[src/rtl/axi_wr_burst_sched_pkg.sv]
// Shared widths, frame geometry defaults and state encoding
// for the video write burst scheduler.
package axi_wr_burst_sched_pkg;

  localparam int DEF_AXI_ADDR_WIDTH = 32;
  localparam int DEF_AXI_DATA_WIDTH = 64;
  localparam int DEF_BURST_LEN      = 128;
  localparam int DEF_FIFO_CNT_WIDTH = 11;
  localparam int DEF_FRAME_BEATS    = 259200;
  localparam int DEF_FRAME_NUM      = 3;

  localparam logic [31:0] DEF_FRAME_BASE =
    32'h0000_0000;
  localparam logic [31:0] DEF_FRAME_STRIDE =
    32'h0080_0000;

  typedef enum logic [1:0] {
    ST_IDLE  = 2'd0,
    ST_ISSUE = 2'd1,
    ST_GAP   = 2'd2
  } sched_st_t;

  function automatic logic [1:0] ring_inc(
    input logic [1:0] idx,
    input int         n
  );
    int t;
    t = int'(idx) + 1;
    if (t >= n) t = 0;
    return 2'(t);
  endfunction

endpackage

[src/rtl/axi_wr_burst_sched_if.sv]
// Send_* burst request handshake between the scheduler
// and the AXI DDR write controller.
interface axi_wr_burst_sched_if
  import axi_wr_burst_sched_pkg::*;
#(
  parameter int AXI_ADDR_WIDTH = DEF_AXI_ADDR_WIDTH
);

  logic                      Send_START;
  logic [7:0]                Send_BurstLen;
  logic [AXI_ADDR_WIDTH-1:0] Send_Addr;
  logic                      Send_DONE;

  modport master (
    output Send_START,
    output Send_BurstLen,
    output Send_Addr,
    input  Send_DONE
  );

  modport slave (
    input  Send_START,
    input  Send_BurstLen,
    input  Send_Addr,
    output Send_DONE
  );

endinterface

[src/rtl/axi_wr_burst_sched_frame_ring_idx.sv]
// Frame buffer ring index: next write buffer with a skip
// over the buffer currently exposed to the read side.
module frame_ring_idx
  import axi_wr_burst_sched_pkg::*;
#(
  parameter int FRAME_NUM = DEF_FRAME_NUM
) (
  input  logic       clk,
  input  logic       rst,
  input  logic       adv,
  input  logic [1:0] rd_idx,
  output logic [1:0] wr_idx,
  output logic [1:0] nxt_idx
);

  logic       primed;
  logic [1:0] inc1;
  logic [1:0] inc2;

  // The first SOF after reset claims buffer 0 itself.
  always_comb begin
    inc1 = ring_inc(wr_idx, FRAME_NUM);
    inc2 = ring_inc(inc1, FRAME_NUM);
    nxt_idx = wr_idx;
    if (primed)
      nxt_idx = (inc1 == rd_idx) ? inc2 : inc1;
  end

  always_ff @(posedge clk or posedge rst) begin
    if (rst) begin
      wr_idx <= 2'd0;
      primed <= 1'b0;
    end else if (adv) begin
      wr_idx <= nxt_idx;
      primed <= 1'b1;
    end
  end

endmodule

[src/rtl/axi_wr_burst_sched.sv]
// Write burst scheduler: FIFO-level driven burst issue,
// frame ring addressing and SOF/frame-boundary tracking.
module axi_wr_burst_sched
  import axi_wr_burst_sched_pkg::*;
#(
  parameter int AXI_ADDR_WIDTH = DEF_AXI_ADDR_WIDTH,
  parameter int AXI_DATA_WIDTH = DEF_AXI_DATA_WIDTH,
  parameter int BURST_LEN      = DEF_BURST_LEN,
  parameter int FIFO_CNT_WIDTH = DEF_FIFO_CNT_WIDTH,
  parameter int FRAME_BEATS    = DEF_FRAME_BEATS,
  parameter logic [AXI_ADDR_WIDTH-1:0] FRAME_BASE =
    AXI_ADDR_WIDTH'(DEF_FRAME_BASE),
  parameter logic [AXI_ADDR_WIDTH-1:0] FRAME_STRIDE =
    AXI_ADDR_WIDTH'(DEF_FRAME_STRIDE),
  parameter int FRAME_NUM      = DEF_FRAME_NUM
) (
  input  logic                      M_AXI_ACLK,
  input  logic                      M_AXI_ARESET,
  input  logic                      Cfg_enable,
  input  logic                      Frame_sof,
  input  logic [FIFO_CNT_WIDTH-1:0] Fifo_rd_count,
  axi_wr_burst_sched_if.master      send,
  output logic                      Fifo_flush,
  output logic [1:0]                Wr_frame_idx,
  output logic [1:0]                Rd_frame_idx,
  output logic                      Frame_done,
  output logic                      Frame_err
);

  localparam int BW = $clog2(FRAME_BEATS + 1);
  localparam int SH = $clog2(AXI_DATA_WIDTH / 8);
  localparam logic [BW-1:0] FB = BW'(FRAME_BEATS);

  sched_st_t                 st;
  logic [BW-1:0]             beat_cnt;
  logic                      sof_pend;
  logic                      start_q;
  logic [7:0]                len_q;
  logic [AXI_ADDR_WIDTH-1:0] addr_q;

  logic [BW-1:0]             rem;
  logic [7:0]                need;
  logic [BW:0]               beat_sum;
  logic                      sof_now;
  logic                      go;
  logic                      part_frame;
  logic [1:0]                nxt_idx;

  always_comb begin
    rem = FB - beat_cnt;
    need = 8'(BURST_LEN);
    if (32'(rem) < 32'(BURST_LEN))
      need = 8'(rem);
    beat_sum = {1'b0, beat_cnt}
             + (BW + 1)'(len_q);
    part_frame = (beat_cnt != '0)
              && (beat_cnt < FB);
    // A pending SOF always wins over a new burst.
    sof_now = (st == ST_IDLE)
           && (sof_pend || Frame_sof);
    go = (st == ST_IDLE) && !sof_now
      && Cfg_enable && (beat_cnt < FB)
      && (32'(Fifo_rd_count) >= 32'(need));
  end

  frame_ring_idx #(
    .FRAME_NUM (FRAME_NUM)
  ) u_ring (
    .clk     (M_AXI_ACLK),
    .rst     (M_AXI_ARESET),
    .adv     (sof_now),
    .rd_idx  (Rd_frame_idx),
    .wr_idx  (Wr_frame_idx),
    .nxt_idx (nxt_idx)
  );

  always_ff @(posedge M_AXI_ACLK or posedge M_AXI_ARESET) begin
    if (M_AXI_ARESET) begin
      st           <= ST_IDLE;
      beat_cnt     <= FB;
      sof_pend     <= 1'b0;
      start_q      <= 1'b0;
      len_q        <= 8'd0;
      addr_q       <= FRAME_BASE;
      Fifo_flush   <= 1'b0;
      Rd_frame_idx <= 2'(FRAME_NUM - 1);
      Frame_done   <= 1'b0;
      Frame_err    <= 1'b0;
    end else begin
      Fifo_flush <= 1'b0;
      Frame_done <= 1'b0;
      Frame_err  <= 1'b0;
      unique case (st)
        ST_IDLE: begin
          if (sof_now) begin
            sof_pend <= 1'b0;
            beat_cnt <= '0;
            addr_q   <= FRAME_BASE
                      + AXI_ADDR_WIDTH'(nxt_idx)
                      * FRAME_STRIDE;
            if (part_frame) begin
              Frame_err  <= 1'b1;
              Fifo_flush <= 1'b1;
            end
          end else if (go) begin
            start_q <= 1'b1;
            len_q   <= need;
            st      <= ST_ISSUE;
          end
        end
        ST_ISSUE: begin
          sof_pend <= sof_pend | Frame_sof;
          if (send.Send_DONE) begin
            start_q  <= 1'b0;
            beat_cnt <= beat_sum[BW-1:0];
            addr_q   <= addr_q
                      + (AXI_ADDR_WIDTH'(len_q) << SH);
            if (beat_sum == {1'b0, FB}) begin
              Frame_done   <= 1'b1;
              Rd_frame_idx <= Wr_frame_idx;
            end
            st <= ST_GAP;
          end
        end
        ST_GAP: begin
          // One low cycle re-arms the controller's edge detect.
          sof_pend <= sof_pend | Frame_sof;
          st       <= ST_IDLE;
        end
        default: st <= ST_IDLE;
      endcase
    end
  end

  assign send.Send_START    = start_q;
  assign send.Send_BurstLen = len_q;
  assign send.Send_Addr     = addr_q;

endmodule

[src/flat_wrapper.sv]
// flat-port wrapper written by rule: the top's interface ports become plain ports
module axi_wr_burst_sched_flat import axi_wr_burst_sched_pkg::*;
#(
  parameter int AXI_ADDR_WIDTH = DEF_AXI_ADDR_WIDTH,
  parameter int AXI_DATA_WIDTH = DEF_AXI_DATA_WIDTH,
  parameter int BURST_LEN      = DEF_BURST_LEN,
  parameter int FIFO_CNT_WIDTH = DEF_FIFO_CNT_WIDTH,
  parameter int FRAME_BEATS    = DEF_FRAME_BEATS,
  parameter logic [AXI_ADDR_WIDTH-1:0] FRAME_BASE =
    AXI_ADDR_WIDTH'(DEF_FRAME_BASE),
  parameter logic [AXI_ADDR_WIDTH-1:0] FRAME_STRIDE =
    AXI_ADDR_WIDTH'(DEF_FRAME_STRIDE),
  parameter int FRAME_NUM      = DEF_FRAME_NUM
)
  (M_AXI_ACLK, M_AXI_ARESET, Cfg_enable, Frame_sof, Fifo_rd_count, Fifo_flush, Wr_frame_idx, Rd_frame_idx, Frame_done, Frame_err, send_Send_START, send_Send_BurstLen, send_Send_Addr, send_Send_DONE);
  axi_wr_burst_sched_if #(.AXI_ADDR_WIDTH(AXI_ADDR_WIDTH)) send_i ();
  input  logic M_AXI_ACLK;
  input  logic M_AXI_ARESET;
  input  logic Cfg_enable;
  input  logic Frame_sof;
  input  logic [FIFO_CNT_WIDTH-1:0] Fifo_rd_count;
  output logic Fifo_flush;
  output logic [1:0] Wr_frame_idx;
  output logic [1:0] Rd_frame_idx;
  output logic Frame_done;
  output logic Frame_err;
  output wire logic [$bits(send_i.Send_START)-1:0] send_Send_START;
  output wire logic [$bits(send_i.Send_BurstLen)-1:0] send_Send_BurstLen;
  output wire logic [$bits(send_i.Send_Addr)-1:0] send_Send_Addr;
  input wire logic [$bits(send_i.Send_DONE)-1:0] send_Send_DONE;
  assign send_Send_START = send_i.Send_START;
  assign send_Send_BurstLen = send_i.Send_BurstLen;
  assign send_Send_Addr = send_i.Send_Addr;
  assign send_i.Send_DONE = send_Send_DONE;
  axi_wr_burst_sched #(.AXI_ADDR_WIDTH(AXI_ADDR_WIDTH), .AXI_DATA_WIDTH(AXI_DATA_WIDTH), .BURST_LEN(BURST_LEN), .FIFO_CNT_WIDTH(FIFO_CNT_WIDTH), .FRAME_BEATS(FRAME_BEATS), .FRAME_BASE(FRAME_BASE), .FRAME_STRIDE(FRAME_STRIDE), .FRAME_NUM(FRAME_NUM)) u_core (.M_AXI_ACLK(M_AXI_ACLK), .M_AXI_ARESET(M_AXI_ARESET), .Cfg_enable(Cfg_enable), .Frame_sof(Frame_sof), .Fifo_rd_count(Fifo_rd_count), .send(send_i), .Fifo_flush(Fifo_flush), .Wr_frame_idx(Wr_frame_idx), .Rd_frame_idx(Rd_frame_idx), .Frame_done(Frame_done), .Frame_err(Frame_err));
endmodule
[config.mk]
export PLATFORM = sky130hd
export DESIGN_NAME = axi_wr_burst_sched_flat
export DESIGN_NICKNAME = d
export VERILOG_FILES = /design/src/rtl/axi_wr_burst_sched_pkg.sv /design/src/rtl/axi_wr_burst_sched_if.sv /design/src/rtl/axi_wr_burst_sched_frame_ring_idx.sv /design/src/rtl/axi_wr_burst_sched.sv /design/src/flat_wrapper.sv
export SDC_FILE = /design/constraint.sdc
export NUM_CORES = 1
export LEC_CHECK = 0
export ABC_AREA = 1
export CAP_MARGIN = 20
export CORE_MARGIN = 8
export CORE_UTILIZATION = 51
export DETAILED_ROUTE_END_ITERATION = 7
export GPL_ROUTABILITY_DRIVEN = 0
export PLACE_DENSITY_LB_ADDON = 0.15
export SYNTH_ARGS = -nofsm -noshare
export SYNTH_HDL_FRONTEND = slang
export SYNTH_SLANG_ARGS = --single-unit
[constraint.sdc]
create_clock -name M_AXI_ACLK -period 3.35 [get_ports M_AXI_ACLK]
set_input_delay 0.5025 -clock M_AXI_ACLK [delete_from_list [all_inputs] [get_ports M_AXI_ACLK]]
set_output_delay 0.5025 -clock M_AXI_ACLK [all_outputs]
set_load 0.005 [all_outputs]
==> results of run 1 <==
[final cells by class]
cell class | count | area share
Inverter | 114 | 0.0686
Sequential cell | 66 | 0.262
Clock buffer | 12 | 0.0229
Clock inverter | 3 | 0.00630
Tap cell | 133 | 0.0262
Timing Repair Buffer | 79 | 0.119
Multi-Input combinational cell | 573 | 0.495
[logic make-up after synthesis]
| group | after synthesis | synth area share |
|---|---|---|
| AO/OA/AOI/OAI | 99 | 0.110 |
| XOR/XNOR | 11 | 0.0188 |
| adder cells (fa/ha/maj) | 29 | 0.0736 |
| buffers and inverters | 123 | 0.0941 |
| flip-flops | 66 | 0.324 |
| other | 1 | 0.000730 |
| AND/OR/NAND/NOR | 431 | 0.379 |
[cells in the final DEF, fill, tap and decap left out, types with 4 or more instances in the layout]
cell             synthesis  routed
a21oi_1                 27      26
buf_4                    4      16
clkbuf_8                 0      10
clkdlybuf4s50_1          0      60
dfrtp_1                 57      57
dfstp_2                  9       9
ha_1                    27      21
ha_4                     0       6
inv_1                  102     100
inv_2                   10      13
nand2_1                229     221
nand2_2                 12      15
nand2_4                  4       9
nand3_1                 64      63
nand3b_1                 4       4
nand4_1                 24      24
nor2_1                  56      54
nor2_2                   8       9
nor3_1                  11      11
nor4_1                   9       9
o21ai_0                 38      34
o21ai_1                  6       7
o21ai_2                  1       4
o22ai_1                 10      10
o31ai_1                  4       4
xor2_1                   9       9
[worst max-delay path, delay by kind of cell, from the launching register on]
| family | cells | cell delay (ns) |
|---|---|---|
| AND/OR/NAND/NOR | 17 | 1.89 |
| adder cells (fa/ha/maj) | 2 | 0.45 |
| flip-flops | 1 | 0.41 |
| buffers and inverters | 3 | 0.36 |
| AO/OA/AOI/OAI | 1 | 0.14 |
[worst min-delay path by stage]
stage | to | slack [ns] | depth (start not counted)
after global placement | u_core.st[1] | 0.46 | 2
after floorplan | u_core.st[1] | 0.44 | 2
final | u_core.st[1] | 0.51 | 2
after detailed placement | u_core.st[1] | 0.48 | 2
after global routing | u_core.send.Send_START | 0.51 | 2
after CTS | u_core.st[1] | 0.50 | 2
[layer usage]
layer / up-vias / global-route usage / share of wire / wire length [um]
li1: 2654 / - / - / -
met1: 2496 / 0.270 / 0.44 / 6430
met2: 196 / 0.362 / 0.48 / 7060
met3: 25 / 0.0346 / 0.062 / 912
met4: 0 / 0.0769 / 0.018 / 265
met5: - / 0 / 0 / 0
[registers in the layout (all words and copies together) (netlist names)]
signal                     flops
u_core.Fifo_flush              1
u_core.Frame_done              1
u_core.Rd_frame_idx            2
u_core.beat_cnt               18
u_core.send.Send_Addr         29
u_core.send.Send_BurstLen      8
u_core.send.Send_START         1
u_core.sof_pend                1
u_core.st                      2
u_core.u_ring.primed           1
u_core.u_ring.wr_idx           2
[power by group through the flow]
stage	combinational, mW	clock (mW)	sequential, mW
finish	0.972	0.675	0.949
global route	1.06	0.724	0.953
CTS	0.917	0.683	0.944
detailed placement	0.914	0	0.958
global placement	0.897	0	0.959
floorplan	0.582	0	0.937
[repair_timing]
| item | 4_1_cts | 5_1_grt |
|---|---|---|
| buffers inserted | 0 | 10 |
| gates resized for setup | 0 | 38 |
| setup endpoints to repair | 0 | 11 |
[through the flow]
step                hold WS, ns  TNS, ns  utilization
detailed placement        0.480        0        0.606
floorplan                 0.442        0            -
CTS                       0.500        0        0.625
global route              0.508    -1.57        0.650
global placement          0.464        0        0.606
finish                    0.506        0        0.650
==> run_results.csv, run 1 <==
group,metric,value,unit
clock_tree,tritoncts,"yes",
floorplan,fp-row-count,36,
clock_tree,cts_root_buf,"clkbuf_8",
setup_path,cp_max_fo,7,
synthesis,post_synth_num_cell_types,46,
pwr,fin_total_pwr,2.60,mW
synthesis,synth_common_cells,"229 x nand2_1, 102 x inv_1, 64 x nand3_1, 57 x dfrtp_1, 56 x nor2_1",
sta,finalSetupViolCount,0,
setup_path,crit_chain,"inv_2, ha_4, nand2_4, nor2_4, nand3_4, nand2_4, nand2_2, nor2_1, nand3_1, nor3_4, nand2_4, inv_8, nand2_4, ha_4, nand2_2, o21ai_2, nand3_1, nand4_1, nand3b_1, nor2_4, buf_6, nand4_1, nand2_1",
sta,fin_crit,3.31,ns
global_routing,grt_max_degree,67,
pwr,p_int,1.56,mW
sta,clock.fmax,0.302,GHz
placement,preCtsSetupSlack,0.0369,ns
setup_path,crit_path_end,"u_core.send.Send_BurstLen[2]",
final_layout,multi_input_area,3150,um2
floorplan,die-area,13500,um2
final_layout,layout-drive-gt1-share,0.129,
final_layout,final_cells,980,
final_layout,syn2layout_area_growth,23.7,%
pwr,powerDensity,409,nW/um2
hold_path,min_from,"u_core.st[1]",
setup_path,r2r-start,"u_core.beat_cnt[1]",
global_routing,overflow,0,
pwr,p_sw,1.04,mW
drt,avgRoutedWirePerCell,15.0,um
synthesis,synthTopCellsByArea,"dfrtp_1 28%, nand2_1 17%, inv_1 7.5%",
global_routing,grt_usage,0.214,
clock_tree,htree_levels,3,
setup_path,rr_worst_depth,23,
clock_tree,numCtsBuffers,9,
global_routing,grt_pass1_vias,5000,
synthesis,synth_cells,760,
synthesis,avgSynthCellArea,6.76,um2
synthesis,yosys_register_bits,66,
clock_tree,cts_hold_buf,0,
synthesis,synth_most_common_cell,"nand2_1",
setup_path,cp-start-kind,"flop",
run_status,status,"finished, final reports clean",
placement,placed_cell_area,5930,um2
setup_path,worstPathRequired,3.63,ns
synthesis,synth_top_cell_area_share,0.278,
synthesis,synth_flop_cell,"dfrtp_1",
synthesis,yosysSeqAreaShare,0.324,
floorplan,core_area,9770,um2
setup_path,cp_data_arrival_time,3.59,ns
floorplan,start_util,0.525,
final_layout,final_nets,888,
placement,dp_cells,955,
synthesis,syn-cell-area,5130,um2
drt,finalWirelength,14700,um
final_layout,final-seq-area,1660,um2
setup_path,cpMostUsedCell,"nand2_4",
pwr,p_seq_frac,0.366,
sta,rsz0062_at_grt,"yes",
sta,worst_slack,0.0377,ns
setup_path,cp-startpoint,"u_core.beat_cnt[1]",
pwr,clock_power_share,0.260,
drt,drtIter0Drc,465,
sta,relSlewSlack,0.436,
clock_tree,path_clk_slew,0.08,ns
global_routing,grt_pass1_wl,23300,um
drt,drc,0,
pwr,leakagePower,3.15,nW
pwr,peakVddDrop,0.243,mV
pwr,switching_share,0.400,
setup_path,regToRegEndpoint,"u_core.send.Send_BurstLen[2]",
hold_path,hp-class,"flop to flop",
setup_path,rrSetupSlack,0.04,ns
clock_tree,clk_latency,0.34,ns
clock_tree,max-clock-path-buffers,2,
global_routing,antenna_found_initial,0,
synthesis,synth-edff-count,0,
synthesis,yosys_warnings,0,
sta,worst_pin_slew,0.847,ns
placement,port_buffers,60,
floorplan,die_w,116,um
sta,fin_skew,0.0123,ns
pwr,pwr-share-comb,0.374,
final_layout,num_antenna_cells,0,
drt,vias,5371,
drt,drt-pass1-iter-count,5,
synthesis,async_flop_share,1.00,
clock_tree,numClockSinks,66,
floorplan,io_pins,64,
setup_path,cp_slowest_stage_delay,0.41,ns
sta,fin_crit_sh,0.989,
setup_path,end_kind,"flop",
job,drv_cap,0,
sta,slew_violations,0,
final_layout,finalInstanceArea,6350,um2
final_layout,fill_cells,868,
floorplan,die_h,116,um
sta,hold_viol_final,0,
drt,antenna_left,0,
setup_path,critPathKind,"flop to flop",
placement,dpl.hpwl,11100,um
synthesis,yosys.area.top_type,"dfrtp_1",
setup_path,cp_slowest_cell,"dfrtp_1",
drt,routed_via_density,5.48,
Power figures use the tool's default switching activity.
==> inputs of run 2 (changes only) <==
--- a/config.mk
+++ b/config.mk
@@ -6,7 +6,7 @@
 export NUM_CORES = 1
 export LEC_CHECK = 0
 export ABC_AREA = 1
-export CAP_MARGIN = 20
+export ABC_CLOCK_PERIOD_IN_PS = 2700
 export CORE_MARGIN = 8
 export CORE_UTILIZATION = 51
 export DETAILED_ROUTE_END_ITERATION = 7
==> constraint.sdc (replaced) <==
create_clock -name M_AXI_ACLK -period 2.7 [get_ports M_AXI_ACLK]
set_input_delay 0.405 -clock M_AXI_ACLK [delete_from_list [all_inputs] [get_ports M_AXI_ACLK]]
set_output_delay 0.405 -clock M_AXI_ACLK [all_outputs]
set_load 0.005 [all_outputs]
==> run 2 against run 1 <==
The flow now finishes with violations (negative setup slack). Routed wire length is 9.2% higher. Final cell count is 6.5% higher. Die area stayed put. Combinational power is 33% higher. Global-route usage is 3.3 points higher. Cell area is 9.1% higher. Largest cell class unchanged.
==> run_results.csv, run 2 (synthesis results as in run 1) <==
group,metric,value,unit
clock_tree,tritoncts,"yes",
setup_path,critPathKind,"flop to flop",
floorplan,die-area,13500,um2
floorplan,core_area,9770,um2
run_status,status,"complete, but fails checks",
clock_tree,max-clock-path-buffers,2,
sta,worst_slack,-0.560,ns
drt,drtIter0Drc,390,
pwr,p_sw,1.36,mW
sta,slew_violations,0,
hold_path,hp-class,"primary input to async pin",
placement,dp_cells,1014,
drt,avgRoutedWirePerCell,15.3,um
setup_path,end_kind,"flop",
drt,vias,5635,
global_routing,grt_pass1_vias,5638,
floorplan,start_util,0.525,
final_layout,final_nets,951,
sta,finalSetupViolCount,11,
drt,drt-pass1-iter-count,5,
final_layout,largest_reg_flops,29,
pwr,leakagePower,3.46,nW
clock_tree,numClockSinks,66,
pwr,powerDensity,493,nW/um2
sta,fin_crit,3.26,ns
floorplan,die_w,116,um
setup_path,rr_worst_depth,24,
clock_tree,numCtsBuffers,9,
placement,preCtsSetupSlack,-0.673,ns
sta,relSlewSlack,0.657,
placement,port_buffers,60,
pwr,peakVddDrop,0.279,mV
clock_tree,cts_hold_buf,0,
global_routing,antenna_found_initial,0,
clock_tree,cts_root_buf,"clkbuf_8",
setup_path,cp_data_arrival_time,3.50,ns
drt,routed_via_density,5.40,
setup_path,cp-startpoint,"u_core.beat_cnt[0]",
pwr,p_seq_frac,0.341,
setup_path,cp-start-kind,"flop",
sta,rsz0062_at_grt,"yes",
sta,setup-tns-final,-5.10,ns
floorplan,die_h,116,um
sta,hold_viol_final,0,
final_layout,layout_commonest_cell,"nand2_1",
placement,dpl.hpwl,12400,um
pwr,fin_total_pwr,3.42,mW
final_layout,most-common-layout-cells,"222 x nand2_1, 100 x inv_1, 78 x buf_4",
pwr,switching_share,0.397,
drt,finalWirelength,16000,um
clock_tree,clk_latency,0.36,ns
sta,fin_crit_sh,1.21,
setup_path,r2r-start,"u_core.beat_cnt[0]",
floorplan,io_pins,64,
global_routing,grt_usage,0.247,
setup_path,worstPathRequired,2.94,ns
setup_path,cp_max_fo,7,
sta,worst_pin_slew,0.514,ns
drt,drc,0,
pwr,clock_power_share,0.281,
final_layout,finalInstanceArea,6930,um2
pwr,pwr-share-comb,0.378,
final_layout,syn2layout_area_growth,34.9,%
job,drv_cap,0,
clock_tree,htree_levels,3,
sta,fin_skew,0.0149,ns
final_layout,num_antenna_cells,0,
setup_path,crit_path_end,"u_core.st[0]",
placement,placed_cell_area,6490,um2
drt,antenna_left,0,
pwr,p_int,2.06,mW
global_routing,grt_max_degree,47,
setup_path,rrSetupSlack,-0.56,ns
global_routing,grt_pass1_wl,26400,um
final_layout,layout-drive-gt1-share,0.200,
global_routing,overflow,0,
run_status,violations,"negative setup slack",
floorplan,fp-row-count,36,
sta,clock.fmax,0.307,GHz
final_layout,final_cells,1044,
setup_path,regToRegEndpoint,"u_core.st[0]",
clock_tree,path_clk_slew,0.09,ns
run 2: changes by cell type in the layout (fill, tap and decap cells not counted), moves of 2 or more:
| cell | previous run | this run |
|---|---|---|
| clkinvlp_4 | 0 | 3 |
| ha_4 | 6 | 8 |
| ha_1 | 21 | 19 |
| nor2_1 | 54 | 52 |
| buf_4 | 16 | 78 |
run 2: power by group through the flow:
stage | registers [mW] | logic [mW] | clock network (mW)
6_report | 1.17 | 1.29 | 0.958
5_1_grt | 1.17 | 1.43 | 1.01
4_1_cts | 1.16 | 1.24 | 0.958
3_5_place_dp | 1.18 | 1.22 | 0
3_3_place_gp | 1.18 | 1.19 | 0
2_1_floorplan | 1.16 | 0.734 | 0
run 2: area by class of cell:
| type | instances | area (um2) |
|---|---|---|
| inverter | 114 | 437 |
| timing repair buffer | 142 | 1240 |
| fill | 824 | 2850 |
| clock inverter | 6 | 91.3 |
| sequential | 66 | 1660 |
| multi-input combinational | 573 | 3200 |
| clock buffer | 10 | 128 |
| tap | 133 | 166 |
run 2: repair_timing:
item                       CTS  global route
gates resized for setup     11            17
setup endpoints to repair   11            14
pin swaps                   29            15
hold endpoints to repair     0             0
buffers inserted            11             4
run 2: worst min path at each step:
stage | startpoint | to | slack [ns] | depth (start not counted)
final | M_AXI_ARESET | u_core.send.Send_Addr[27] | 0.41 | 2
after global routing | M_AXI_ARESET | u_core.send.Send_Addr[17] | 0.45 | 2
after CTS | M_AXI_ARESET | u_core.send.Send_Addr[27] | 0.41 | 2
after detailed placement | u_core.st[1] | u_core.st[1] | 0.47 | 2
after global placement | u_core.st[1] | u_core.st[1] | 0.47 | 2
after floorplan | u_core.st[1] | u_core.st[1] | 0.44 | 2
run 2: critical path, cell delays in order (launching register included):
cell      delay, ns
dfrtp_1        0.41
clkinv_2       0.08
ha_4           0.15
nand2_4        0.05
nor2_4         0.15
buf_4          0.15
nand3_1        0.08
nand3_1        0.11
nand2_1        0.06
nand3_1        0.12
nor3_4         0.05
buf_6          0.11
nand2_4        0.09
inv_8          0.06
buf_4          0.13
ha_1           0.28
nand3b_1       0.09
inv_1          0.09
nand3_1        0.10
nand4_1        0.10
nand3b_1       0.17
o21ai_2        0.23
nand2_1        0.11
nand2_1        0.10
nand2_1        0.06
run 2: through the flow:
step,hold WS (ns),util
floorplan,0.442,-
global placement,0.466,0.664
detailed placement,0.470,0.664
CTS,0.415,0.699
global route,0.451,0.709
finish,0.406,0.709
run 2: layer usage:
| layer | routed length [um] | track usage | vias up |
|---|---|---|---|
| met4 | 352 | 0.105 | 0 |
| met1 | 6820 | 0.291 | 2665 |
| met2 | 8010 | 0.436 | 154 |
| met3 | 832 | 0.0372 | 34 |
| met5 | 0 | 0 | - |
| li1 | - | - | 2782 |
==> inputs of run 3 (changes only) <==
--- a/config.mk
+++ b/config.mk
@@ -6,7 +6,8 @@
 export NUM_CORES = 1
 export LEC_CHECK = 0
 export ABC_AREA = 1
-export ABC_CLOCK_PERIOD_IN_PS = 2700
+export ABC_CLOCK_PERIOD_IN_PS = 4200
+export CORE_ASPECT_RATIO = 0.9
 export CORE_MARGIN = 8
 export CORE_UTILIZATION = 51
 export DETAILED_ROUTE_END_ITERATION = 7
==> constraint.sdc (replaced) <==
create_clock -name M_AXI_ACLK -period 4.2 [get_ports M_AXI_ACLK]
set_input_delay 0.63 -clock M_AXI_ACLK [delete_from_list [all_inputs] [get_ports M_AXI_ACLK]]
set_output_delay 0.63 -clock M_AXI_ACLK [all_outputs]
set_load 0.005 [all_outputs]
==> run 3 against run 2 <==
The flow now finishes without violations. Clock-buffer cell count is 1 lower. Largest cell class unchanged. Cell area is 12% lower. Sequential power fell by 35%. First-iteration DRC count up 33%. Setup slack improved by 1.1 ns. Hold slack improved by 0.098 ns. Flip-flop and latch count stayed put. Highest routed layer unchanged. Fmax decreased by 11%. Clock power is 41% lower.
==> run_results.csv, run 3 (synthesis results as in run 1) <==
group,metric,value,unit
clock_tree,cts_hold_buf,0,
sta,fin_crit,3.68,ns
hold_path,hold_depth,2,
drt,drtIter0Drc,518,
global_routing,grt_pass1_wl,24500,um
job,drv_cap,0,
setup_path,crit_family,"simple AND/OR/NAND/NOR gates",
sta,finalSetupViolCount,0,
clock_tree,tritoncts,"yes",
floorplan,start_util,0.527,
final_layout,num_antenna_cells,0,
clock_tree,numClockSinks,66,
global_routing,met2_usage,0.354,
setup_path,rrSetupSlack,0.52,ns
setup_path,cp-start-kind,"flop",
floorplan,io_pins,64,
floorplan,die_h,111,um
pwr,p_seq_frac,0.369,
pwr,p_sw,0.857,mW
setup_path,critPathKind,"flop to flop",
final_layout,layout-drive-gt1-share,0.0866,
clock_tree,cts.repair.resized,0,
run_status,status,"finished, final reports clean",
pwr,clock_power_share,0.277,
final_layout,syn2layout_area_growth,18.2,%
setup_path,worstPathRequired,4.46,ns
sta,worst_pin_slew,0.608,ns
setup_path,cp_slowest_stage_delay,0.39,ns
sta,fin_skew,0.00812,ns
clock_tree,cts_setup_buffers,0,
setup_path,cp_max_fo,8,
sta,setup-tns-final,0,ns
clock_tree,max-clock-path-buffers,2,
clock_tree,clk_latency,0.36,ns
final_layout,finalInstanceArea,6070,um2
final_layout,final_nets,871,
final_layout,largest_reg_flops,29,
setup_path,r2r-start,"u_core.beat_cnt[0]",
hold_path,hp-class,"flop to flop",
setup_path,cp_slowest_cell,"dfrtp_1",
floorplan,fp-row-count,34,
placement,port_buffers,60,
sta,hold_viol_final,0,
sta,slew_violations,0,
global_routing,use_met3,0.0575,
sta,relSlewSlack,0.594,
hold_path,min_from,"u_core.st[1]",
global_routing,grtUsageMet1,0.269,
final_layout,most-common-layout-cells,"229 x nand2_1, 101 x inv_1, 64 x nand3_1",
drt,finalWirelength,14600,um
sta,hold_slack,0.503,ns
pwr,pwr-share-comb,0.355,
final_layout,layout_commonest_cell,"nand2_1",
setup_path,cp_data_arrival_time,3.94,ns
drt,antenna_left,0,
global_routing,grt_pass1_vias,5229,
setup_path,rr_worst_depth,24,
placement,dpl.hpwl,11300,um
floorplan,core_area,9740,um2
setup_path,cpMostUsedCell,"nand2_1",
drt,drc,0,
sta,fin_crit_sh,0.876,
global_routing,overflow,0,
drt,avgRoutedWirePerCell,15.3,um
setup_path,end_kind,"flop",
floorplan,die-area,13500,um2
hold_path,hold_end,"u_core.st[1]",
pwr,peakVddDrop,0.242,mV
pwr,powerDensity,338,nW/um2
clock_tree,cts_root_buf,"clkbuf_8",
pwr,p_int,1.19,mW
global_routing,grt_max_degree,41,
clock_tree,path_clk_slew,0.08,ns
pwr,leakagePower,2.98,nW
setup_path,crit_chain,"clkinv_1, ha_1, nand2_1, nor2_4, nand2_1, nand2_1, nand2_1, o21ai_0, nor2_1, nand3_1, nor3_4, nand2_4, inv_6, nand2_2, ha_1, nand2_1, o21ai_0, nand2_1, nand4_1, nand3b_1, o21ai_0, nand2_1, nand2_1, nand2_1",
floorplan,die_w,122,um
drt,vias,5381,
clock_tree,numCtsBuffers,9,
clock_tree,htree_levels,3,
drt,drt-pass1-iter-count,6,
setup_path,regToRegEndpoint,"u_core.st[1]",
setup_path,path_buf_inv,2,
sta,rsz0062_at_grt,"no",
sta,clock.fmax,0.272,GHz
global_routing,grt_usage,0.220,
global_routing,busiest_layer,"met2",
drt,routed_via_density,5.62,
global_routing,antenna_found_initial,0,
pwr,switching_share,0.418,
placement,placed_cell_area,5870,um2
[run 3: cell types whose count changed in the layout (fill, tap and decap cells not counted), moves of 3 or more]
| cell | previous run | this run |
|---|---|---|
| ha_1 | 19 | 27 |
| nor2_1 | 52 | 56 |
| buf_4 | 78 | 2 |
| o21ai_2 | 4 | 1 |
| ha_4 | 8 | 0 |
| o21ai_0 | 33 | 38 |
| nand2_1 | 222 | 229 |
| nand2_4 | 9 | 4 |
| buf_6 | 3 | 0 |
[run 3: through the flow]
step / utilization / setup slack [ns] / std cells / power (mW)
CTS: 0.623 / 0.570 / 957 / 2.05
detailed placement: 0.602 / 0.584 / 941 / 1.49
floorplan: - / 1.04 / 762 / 1.21
finish: 0.623 / 0.519 / 957 / 2.05
global placement: 0.602 / 0.781 / 941 / 1.46
global route: 0.623 / 0.0698 / 957 / 2.17
[run 3: worst max-delay path by stage]
stage                                   from                           end  slack (ns)  cells after the start
after CTS                 u_core.beat_cnt[0]                  u_core.st[1]        0.57                     24
final                     u_core.beat_cnt[0]                  u_core.st[1]        0.52                     24
after global routing      u_core.beat_cnt[1]  u_core.send.Send_BurstLen[5]        0.07                     23
after global placement    u_core.beat_cnt[0]  u_core.send.Send_BurstLen[1]        0.78                     24
after detailed placement  u_core.beat_cnt[0]                  u_core.st[1]        0.58                     24
after floorplan           u_core.beat_cnt[1]                  u_core.st[1]        1.04                     23
[run 3: final cells by class]
type / instances / area [um2]
clock buffers: 9 / 124
clock inverters: 7 / 77.6
fillers: 917 / 3670
inverters: 114 / 433
multi-input cells: 573 / 3000
flip-flops and latches: 66 / 1660
well taps: 126 / 158
repair buffers: 62 / 616
[run 3: worst register-to-register path: cells and delay by family (launching register included)]
family / cells / cell delay (ns)
flip-flops: 1 / 0.39
AO/OA/AOI/OAI: 3 / 0.62
buffers and inverters: 2 / 0.25
AND/OR/NAND/NOR: 17 / 1.76
adder cells (fa/ha/maj): 2 / 0.56
[run 3: power groups by stage]
stage / Combinational (mW) / Sequential [mW] / Clock, mW
finish: 0.727 / 0.757 / 0.567
floorplan: 0.464 / 0.747 / 0
global route: 0.806 / 0.765 / 0.597
global placement: 0.692 / 0.766 / 0
CTS: 0.721 / 0.755 / 0.574
detailed placement: 0.719 / 0.767 / 0
[run 3: per-layer routing]
metal	wire, um	up-vias	share of wire
li1	-	2626	-
met1	6160	2495	0.42
met2	6770	223	0.46
met3	1270	37	0.087
met4	413	0	0.028
met5	0	-	0
